**src/rtl/pio_pkg.sv**
```systemverilog
// Shared definitions for the hardware edge-capture PIO service master:
// slave register map and the sequencing state encoding.
package pio_pkg;

    localparam logic [1:0] PIO_ADDR_DATA = 2'd0;
    localparam logic [1:0] PIO_ADDR_MASK = 2'd2;
    localparam logic [1:0] PIO_ADDR_EDGE = 2'd3;

    typedef enum logic [2:0] {
        INIT   = 3'd0,
        IDLE   = 3'd1,
        RD_EC  = 3'd2,
        CLR    = 3'd3,
        RD_LVL = 3'd4,
        PUSH   = 3'd5
    } pio_state_e;

endpackage

```
**src/rtl/avm_single_xfer.sv**
```systemverilog
// Single-transfer Avalon-MM engine: registers one read or write command, holds it
// through waitrequest, and flags completion (write accept / first readdatavalid).
module avm_single_xfer #(
    parameter int DATA_W = 2
) (
    input  logic              clk,
    input  logic              reset_n,
    input  logic              start,
    input  logic              is_write,
    input  logic [1:0]        addr,
    input  logic [DATA_W-1:0] wdata,
    output logic              xfer_idle,
    output logic              xfer_done,
    output logic [DATA_W-1:0] xfer_rdata,
    output logic [1:0]        avm_address,
    output logic              avm_read,
    output logic              avm_write,
    output logic [31:0]       avm_writedata,
    input  logic [31:0]       avm_readdata,
    input  logic              avm_waitrequest,
    input  logic              avm_readdatavalid
);

    logic [1:0]  avm_address_q, avm_address_d;
    logic        avm_read_q, avm_read_d;
    logic        avm_write_q, avm_write_d;
    logic [31:0] avm_writedata_q, avm_writedata_d;
    logic        pend_q, pend_d;
    logic        accept_s;
    logic        rdata_unused_s;

    assign accept_s       = (avm_read_q | avm_write_q) & ~avm_waitrequest;
    assign xfer_done      = (avm_write_q & ~avm_waitrequest) | (pend_q & avm_readdatavalid);
    assign xfer_idle      = ~avm_read_q & ~avm_write_q & ~pend_q;
    assign xfer_rdata     = avm_readdata[DATA_W-1:0];
    assign rdata_unused_s = ^avm_readdata;

    assign avm_address   = avm_address_q;
    assign avm_read      = avm_read_q;
    assign avm_write     = avm_write_q;
    assign avm_writedata = avm_writedata_q;

    // Command hold/launch; a response with no read pending never sets or clears anything.
    always_comb begin
        avm_address_d   = avm_address_q;
        avm_read_d      = avm_read_q;
        avm_write_d     = avm_write_q;
        avm_writedata_d = avm_writedata_q;
        pend_d          = pend_q & ~avm_readdatavalid;
        if (start) begin
            avm_read_d      = ~is_write;
            avm_write_d     = is_write;
            avm_address_d   = addr;
            avm_writedata_d = 32'd0;
            if (is_write) begin
                avm_writedata_d[DATA_W-1:0] = wdata;
            end else begin
                avm_writedata_d = 32'd0;
            end
        end else if (accept_s) begin
            pend_d      = avm_read_q;
            avm_read_d  = 1'b0;
            avm_write_d = 1'b0;
        end else begin
            pend_d = pend_q & ~avm_readdatavalid;
        end
    end

    // Command and outstanding-read registers.
    always_ff @(posedge clk or negedge reset_n) begin
        if (!reset_n) begin
            avm_address_q   <= 2'd0;
            avm_read_q      <= 1'b0;
            avm_write_q     <= 1'b0;
            avm_writedata_q <= 32'd0;
            pend_q          <= 1'b0;
        end else begin
            avm_address_q   <= avm_address_d;
            avm_read_q      <= avm_read_d;
            avm_write_q     <= avm_write_d;
            avm_writedata_q <= avm_writedata_d;
            pend_q          <= pend_d;
        end
    end

endmodule

```
**src/rtl/pio_event_master.sv**
```systemverilog
// Services an edge-capturing PIO slave without a CPU: programs irq_mask, then per irq
// reads and clears edge_capture, reads the level and emits one valid/ready record.
module pio_event_master
    import pio_pkg::*;
#(
    parameter int                DATA_W    = 2,
    parameter logic [DATA_W-1:0] INIT_MASK = 2'b11,
    parameter int                CNT_W     = 16
) (
    input  logic              clk,
    input  logic              reset_n,
    output logic [1:0]        avm_address,
    output logic              avm_read,
    output logic              avm_write,
    output logic [31:0]       avm_writedata,
    input  logic [31:0]       avm_readdata,
    input  logic              avm_waitrequest,
    input  logic              avm_readdatavalid,
    input  logic              pio_irq,
    output logic              evt_valid,
    input  logic              evt_ready,
    output logic [DATA_W-1:0] evt_edges,
    output logic [DATA_W-1:0] evt_level,
    output logic [CNT_W-1:0]  evt_count,
    output logic              busy
);

    pio_state_e        state_q, state_d;
    logic [DATA_W-1:0] ec_q, ec_d;
    logic              evt_valid_q, evt_valid_d;
    logic [DATA_W-1:0] evt_edges_q, evt_edges_d;
    logic [DATA_W-1:0] evt_level_q, evt_level_d;
    logic [CNT_W-1:0]  evt_count_q, evt_count_d;
    logic              busy_q, busy_d;

    logic              start_s, is_write_s;
    logic [1:0]        addr_s;
    logic [DATA_W-1:0] wdata_s;
    logic              xfer_idle_s, xfer_done_s;
    logic [DATA_W-1:0] xfer_rdata_s;

    avm_single_xfer #(.DATA_W(DATA_W)) u_xfer (
        .clk               (clk),
        .reset_n           (reset_n),
        .start             (start_s),
        .is_write          (is_write_s),
        .addr              (addr_s),
        .wdata             (wdata_s),
        .xfer_idle         (xfer_idle_s),
        .xfer_done         (xfer_done_s),
        .xfer_rdata        (xfer_rdata_s),
        .avm_address       (avm_address),
        .avm_read          (avm_read),
        .avm_write         (avm_write),
        .avm_writedata     (avm_writedata),
        .avm_readdata      (avm_readdata),
        .avm_waitrequest   (avm_waitrequest),
        .avm_readdatavalid (avm_readdatavalid)
    );

    assign evt_valid = evt_valid_q;
    assign evt_edges = evt_edges_q;
    assign evt_level = evt_level_q;
    assign evt_count = evt_count_q;
    assign busy      = busy_q;

    // State and record registers.
    always_ff @(posedge clk or negedge reset_n) begin
        if (!reset_n) begin
            state_q     <= INIT;
            ec_q        <= {DATA_W{1'b0}};
            evt_valid_q <= 1'b0;
            evt_edges_q <= {DATA_W{1'b0}};
            evt_level_q <= {DATA_W{1'b0}};
            evt_count_q <= {CNT_W{1'b0}};
            busy_q      <= 1'b1;
        end else begin
            state_q     <= state_d;
            ec_q        <= ec_d;
            evt_valid_q <= evt_valid_d;
            evt_edges_q <= evt_edges_d;
            evt_level_q <= evt_level_d;
            evt_count_q <= evt_count_d;
            busy_q      <= busy_d;
        end
    end

    // Next state and transfer sequencing; the clear write is launched from the latched ec.
    always_comb begin
        state_d    = state_q;
        start_s    = 1'b0;
        is_write_s = 1'b0;
        addr_s     = PIO_ADDR_DATA;
        wdata_s    = {DATA_W{1'b0}};
        case (state_q)
            INIT: begin
                if (xfer_done_s) begin
                    state_d = IDLE;
                end else if (xfer_idle_s) begin
                    start_s    = 1'b1;
                    is_write_s = 1'b1;
                    addr_s     = PIO_ADDR_MASK;
                    wdata_s    = INIT_MASK;
                end else begin
                    state_d = INIT;
                end
            end
            IDLE: begin
                if (pio_irq) begin
                    start_s = 1'b1;
                    addr_s  = PIO_ADDR_EDGE;
                    state_d = RD_EC;
                end else begin
                    state_d = IDLE;
                end
            end
            RD_EC: begin
                if (xfer_done_s) begin
                    state_d = (xfer_rdata_s == {DATA_W{1'b0}}) ? IDLE : CLR;
                end else begin
                    state_d = RD_EC;
                end
            end
            CLR: begin
                if (xfer_done_s) begin
                    start_s = 1'b1;
                    addr_s  = PIO_ADDR_DATA;
                    state_d = RD_LVL;
                end else if (xfer_idle_s) begin
                    start_s    = 1'b1;
                    is_write_s = 1'b1;
                    addr_s     = PIO_ADDR_EDGE;
                    wdata_s    = ec_q;
                end else begin
                    state_d = CLR;
                end
            end
            RD_LVL: begin
                if (xfer_done_s) begin
                    state_d = PUSH;
                end else begin
                    state_d = RD_LVL;
                end
            end
            PUSH: begin
                if (evt_valid_q && evt_ready) begin
                    state_d = IDLE;
                end else begin
                    state_d = PUSH;
                end
            end
            default: begin
                state_d = INIT;
            end
        endcase
    end

    // Record capture, handshake and saturating delivery count.
    always_comb begin
        ec_d        = ec_q;
        evt_valid_d = evt_valid_q;
        evt_edges_d = evt_edges_q;
        evt_level_d = evt_level_q;
        evt_count_d = evt_count_q;
        busy_d      = (state_d != IDLE);
        case (state_q)
            RD_EC: begin
                if (xfer_done_s) begin
                    ec_d = xfer_rdata_s;
                end else begin
                    ec_d = ec_q;
                end
            end
            RD_LVL: begin
                if (xfer_done_s) begin
                    evt_valid_d = 1'b1;
                    evt_edges_d = ec_q;
                    evt_level_d = xfer_rdata_s;
                end else begin
                    evt_valid_d = evt_valid_q;
                end
            end
            PUSH: begin
                if (evt_valid_q && evt_ready) begin
                    evt_valid_d = 1'b0;
                    if (evt_count_q != {CNT_W{1'b1}}) begin
                        evt_count_d = evt_count_q + CNT_W'(1);
                    end else begin
                        evt_count_d = evt_count_q;
                    end
                end else begin
                    evt_valid_d = evt_valid_q;
                end
            end
            default: begin
                evt_valid_d = evt_valid_q;
            end
        endcase
    end

endmodule

```
**config.mk**
```make
export PLATFORM = sky130hd
export DESIGN_NAME = pio_event_master
export DESIGN_NICKNAME = d
export VERILOG_FILES = /design/src/rtl/pio_pkg.sv /design/src/rtl/avm_single_xfer.sv /design/src/rtl/pio_event_master.sv
export SDC_FILE = /design/constraint.sdc
export NUM_CORES = 1
export LEC_CHECK = 0
export BUFFER_PORTS_ARGS = -buffer_cell sky130_fd_sc_hd__buf_4
export CORE_MARGIN = 2
export CORE_UTILIZATION = 30
export CTS_CLUSTER_SIZE = 24
export DETAILED_ROUTE_END_ITERATION = 16
export GPL_ROUTABILITY_DRIVEN = 0
export REMOVE_ABC_BUFFERS = 1
export SKIP_CTS_REPAIR_TIMING = 1
export SLEW_MARGIN = 20
export SYNTH_ARGS = -nofsm -noshare
export SYNTH_HDL_FRONTEND = slang
export SYNTH_SLANG_ARGS = --single-unit
```
**constraint.sdc**
```tcl
create_clock -name clk -period 2.81 [get_ports clk]
set_input_delay 0.4215 -clock clk [delete_from_list [all_inputs] [get_ports clk]]
set_output_delay 0.4215 -clock clk [all_outputs]
set_load 0.05 [all_outputs]
```
==> results.txt <==
The run finished with clean final reports. The mean area per synthesized cell came out at ~11 um^2. The flop-to-flop setup slack came out at 0.99 ns. The post-route minimum period came out at roughly 1.8 ns.

The multi-input combinational cells in the finished layout cover a total of between 800 and 900 um^2. The maximum vdd ir drop came out at 0.4719 mV. STA classifies the critical path startpoint as a flop.

The all-layer global routing usage is 0.1032. The area of the core came out at about 0.0060 mm^2. Setup violations remaining at the end of the flow were counted as 0.

The setup skew after layout came out at between 0.005 and 0.006 ns. CTS built an H-tree with a depth of 2. The number of enable flip-flop cells after synthesis came out at 0. The number of global-route vias before repair is 1210. The width of the die is slightly above 80 um. The later-pin clock latency in the skew report came out at about 0.28 ns. The height of the die is 83.07 um.

The flip-flop and latch count after synthesis came out at 34. The count of pins over their slew limit came out at 0. The initial antenna violation count is 0. The via count is 1323. The required time of the critical path is 2.97 ns.

For this run, the number of Yosys warnings is 0. After legalization and detailed placement, the total HPWL measured roughly 2700 um. The highest clock frequency the design can meet came out at roughly 0.55 GHz.

Of the cells placed in the final design, the portion with a size suffix greater than 1 is 0.2664. TritonCTS built the clock tree. The class of the most critical setup path is flop to flop. The number of maximum-capacitance constraint violations came out at 0. The cell count after synthesis came out at ~180.

For this run, the leading register cell type out of synthesis is sky130_fd_sc_hd__dfrtp_1. The total negative slack for setup checks is 0 ns. The maximum buffer depth of the clock tree is 2.

The global-route congestion overflow total is 0. The number of top-level pins came out at 96. The growth of design area from synthesis to finish came out at 16.41%. The maximum fanout count along the critical path is 9.

The relative max-transition margin is 0.6428. The count of antenna diodes in the layout came out at 0. The worst hold-check slack is ~0.075 ns. The cell at the root of the clock tree is sky130_fd_sc_hd__clkbuf_8.

The number of clock sinks is 34. In the final routed layout, each cell accounts on average for approximately 12 um. Clock tree synthesis inserted a total of 5 buffers.

Synthesis instantiated 42 different standard cells from the library. The filler cells instantiated in the layout total ~640. For this configuration, the core starts out at a cell density of 0.3131. Setup repair after global routing left no endpoint under its margin. The summed instance area of the synthesized netlist came out at around 0.0019 mm^2.

The share of flip-flops with an asynchronous set or reset after synthesis is 1.000. The count of TritonRoute iterations in the first routing pass came out at 4. The arrival time at the worst endpoint is 1.99 ns. Leaving out fill and tap cells, the most frequent cell in the layout is sky130_fd_sc_hd__buf_4.

The layout net count is 254. The reported leakage power is approximately 1.0 nW. The ratio of total power to cell area is 857.1 mW/mm^2.

The type of the most critical hold path is input pin to async pin. The remaining design rule violation count came out at 0. Entering global routing, the biggest net connects 35 pins. In this run, the number of DRC markers left after iteration 0 of detailed routing was 60.

The startpoint identified for the worst register-to-register timing path is evt_count[0]. In this run the tool buffered the top-level ports with 35 buffer cells. The count of final hold-check violations came out at 0. Counting cells, the worst reg-to-reg path comes to 5. The post-detailed-routing wire length is 3504 um. The sequential share of the synthesized area is 0.4543. The floorplan has 28 rows.

In this run the critical register-to-register path is captured at evt_count[1]. The storage element area is roughly 850 um^2. The fraction of the cycle the final worst path needs is 0.6494. The full die area is between 0.006 and 0.007 mm^2. Leaving out fill and tap cells, the most frequent cells in the layout are 35 x sky130_fd_sc_hd__buf_4, 33 x sky130_fd_sc_hd__dfrtp_1, 30 x sky130_fd_sc_hd__conb_1. The worst-margin pin slew is 0.5313 ns. After detailed routing, the number of vias per cell comes to 4.578. The clock input transition at the sequential cells of the worst setup and hold paths came out at about 0.060 ns. The worst setup path is captured at a flop. The first-pass GRT wire length came out at 5844 um.

The detail route stage leaves a number of antenna-violating nets equal to 0.
-- metal layers --
layer | global-route usage | routed length (um)
met1 | 0.1385 | 1630
met3 | 0.02883 | 215
met5 | 0 | 0
met2 | 0.1598 | 1644
met4 | 0.03577 | 13
-- state kept, by name, indices dropped and copies added, names as in the netlist --
name,count
evt_count,16
state_q,3
ec_q,2
evt_edges,2
evt_level,2
u_xfer.avm_address,2
u_xfer.avm_writedata,2
busy,1
evt_valid,1
u_xfer.avm_read,1
u_xfer.avm_write,1
u_xfer.pend_q,1
-- Yosys cell counts, drive strengths merged (2+ instances only) --
library cell	instances	area share
o21ai	5	0.013
o2bb2ai	3	0.014
a21oi	8	0.021
o211ai	4	0.016
mux2	7	0.042
a31oi	2	0.0067
inv	4	0.0080
a211oi	2	0.0080
nor3	5	0.019
nand4	4	0.013
or4	2	0.010
nand2	7	0.014
nor2	7	0.014
nor2b	4	0.013
and3	4	0.013
nand3b	3	0.014
and4	3	0.014
nand2b	5	0.017
buf	33	0.13
o2111ai	3	0.014
and2	2	0.0067
dfrtp	33	0.44
xnor2	13	0.061
nand3	2	0.0080
-- cells by family (layout without fill, tap and decap cells) --
family / Yosys count / count (layout) / synth area share
other: 1 / 30 / 0.001999
XOR/XNOR: 13 / 13 / 0.06071
buffers and inverters: 37 / 45 / 0.1361
AO/OA/AOI/OAI: 33 / 33 / 0.1234
flip-flops: 34 / 34 / 0.4543
multiplexers: 7 / 7 / 0.04203
adder cells (fa/ha/maj): 1 / 1 / 0.006670
AND/OR/NAND/NOR: 51 / 51 / 0.1748
-- area by class of cell --
class	count	share of cell area
inverters	4	0.006877
multi-input cells	135	0.4017
repair buffers	35	0.1203
clock buffers	6	0.03782
flip-flops and latches	34	0.3903
well taps	75	0.04298
-- worst max path at each step --
stage / from / end / slack, ns / cells past startpoint
6_report: evt_count[0] / evt_count[1] / 0.99 / 5
2_1_floorplan: evt_count[0] / evt_count[1] / 0.78 / 5
4_1_cts: evt_count[0] / evt_count[1] / 0.97 / 5
3_3_place_gp: evt_count[0] / evt_count[1] / 0.98 / 5
5_1_grt: evt_count[0] / evt_count[1] / 0.88 / 5
3_5_place_dp: evt_count[0] / evt_count[1] / 0.99 / 5
-- metrics by stage --
stage               setup WS, ns  cell area (um^2)  power [W]  cells    util
floorplan                 0.7758              1744   0.001325    173       -
global placement          0.9806              2101   0.001532    283  0.3507
detailed placement        0.9859              2101   0.001539    283  0.3507
CTS                       0.9681              2183   0.001900    289  0.3645
global route              0.8833              2183   0.001999    289  0.3645
finish                    0.9853              2183   0.001871    289  0.3645
-- power breakdown --
part	internal (W)	total, W	switching [W]	leakage (nW)
clock network	0.000189	0.000352	0.000163	0.0431
registers	0.000603	0.000722	0.000119	0.449
logic	0.000270	0.000797	0.000527	0.546
-- worst max-delay path, stage by stage, from the launching register on --
cell and delay, ns:
sky130_fd_sc_hd__dfrtp_1 0.42, sky130_fd_sc_hd__ha_1 0.20, sky130_fd_sc_hd__nand3_1 0.13, sky130_fd_sc_hd__nand3b_2 0.35
sky130_fd_sc_hd__o21ai_1 0.26, sky130_fd_sc_hd__mux2_2 0.36
No activity file was read; power rests on OpenSTA's default activity.
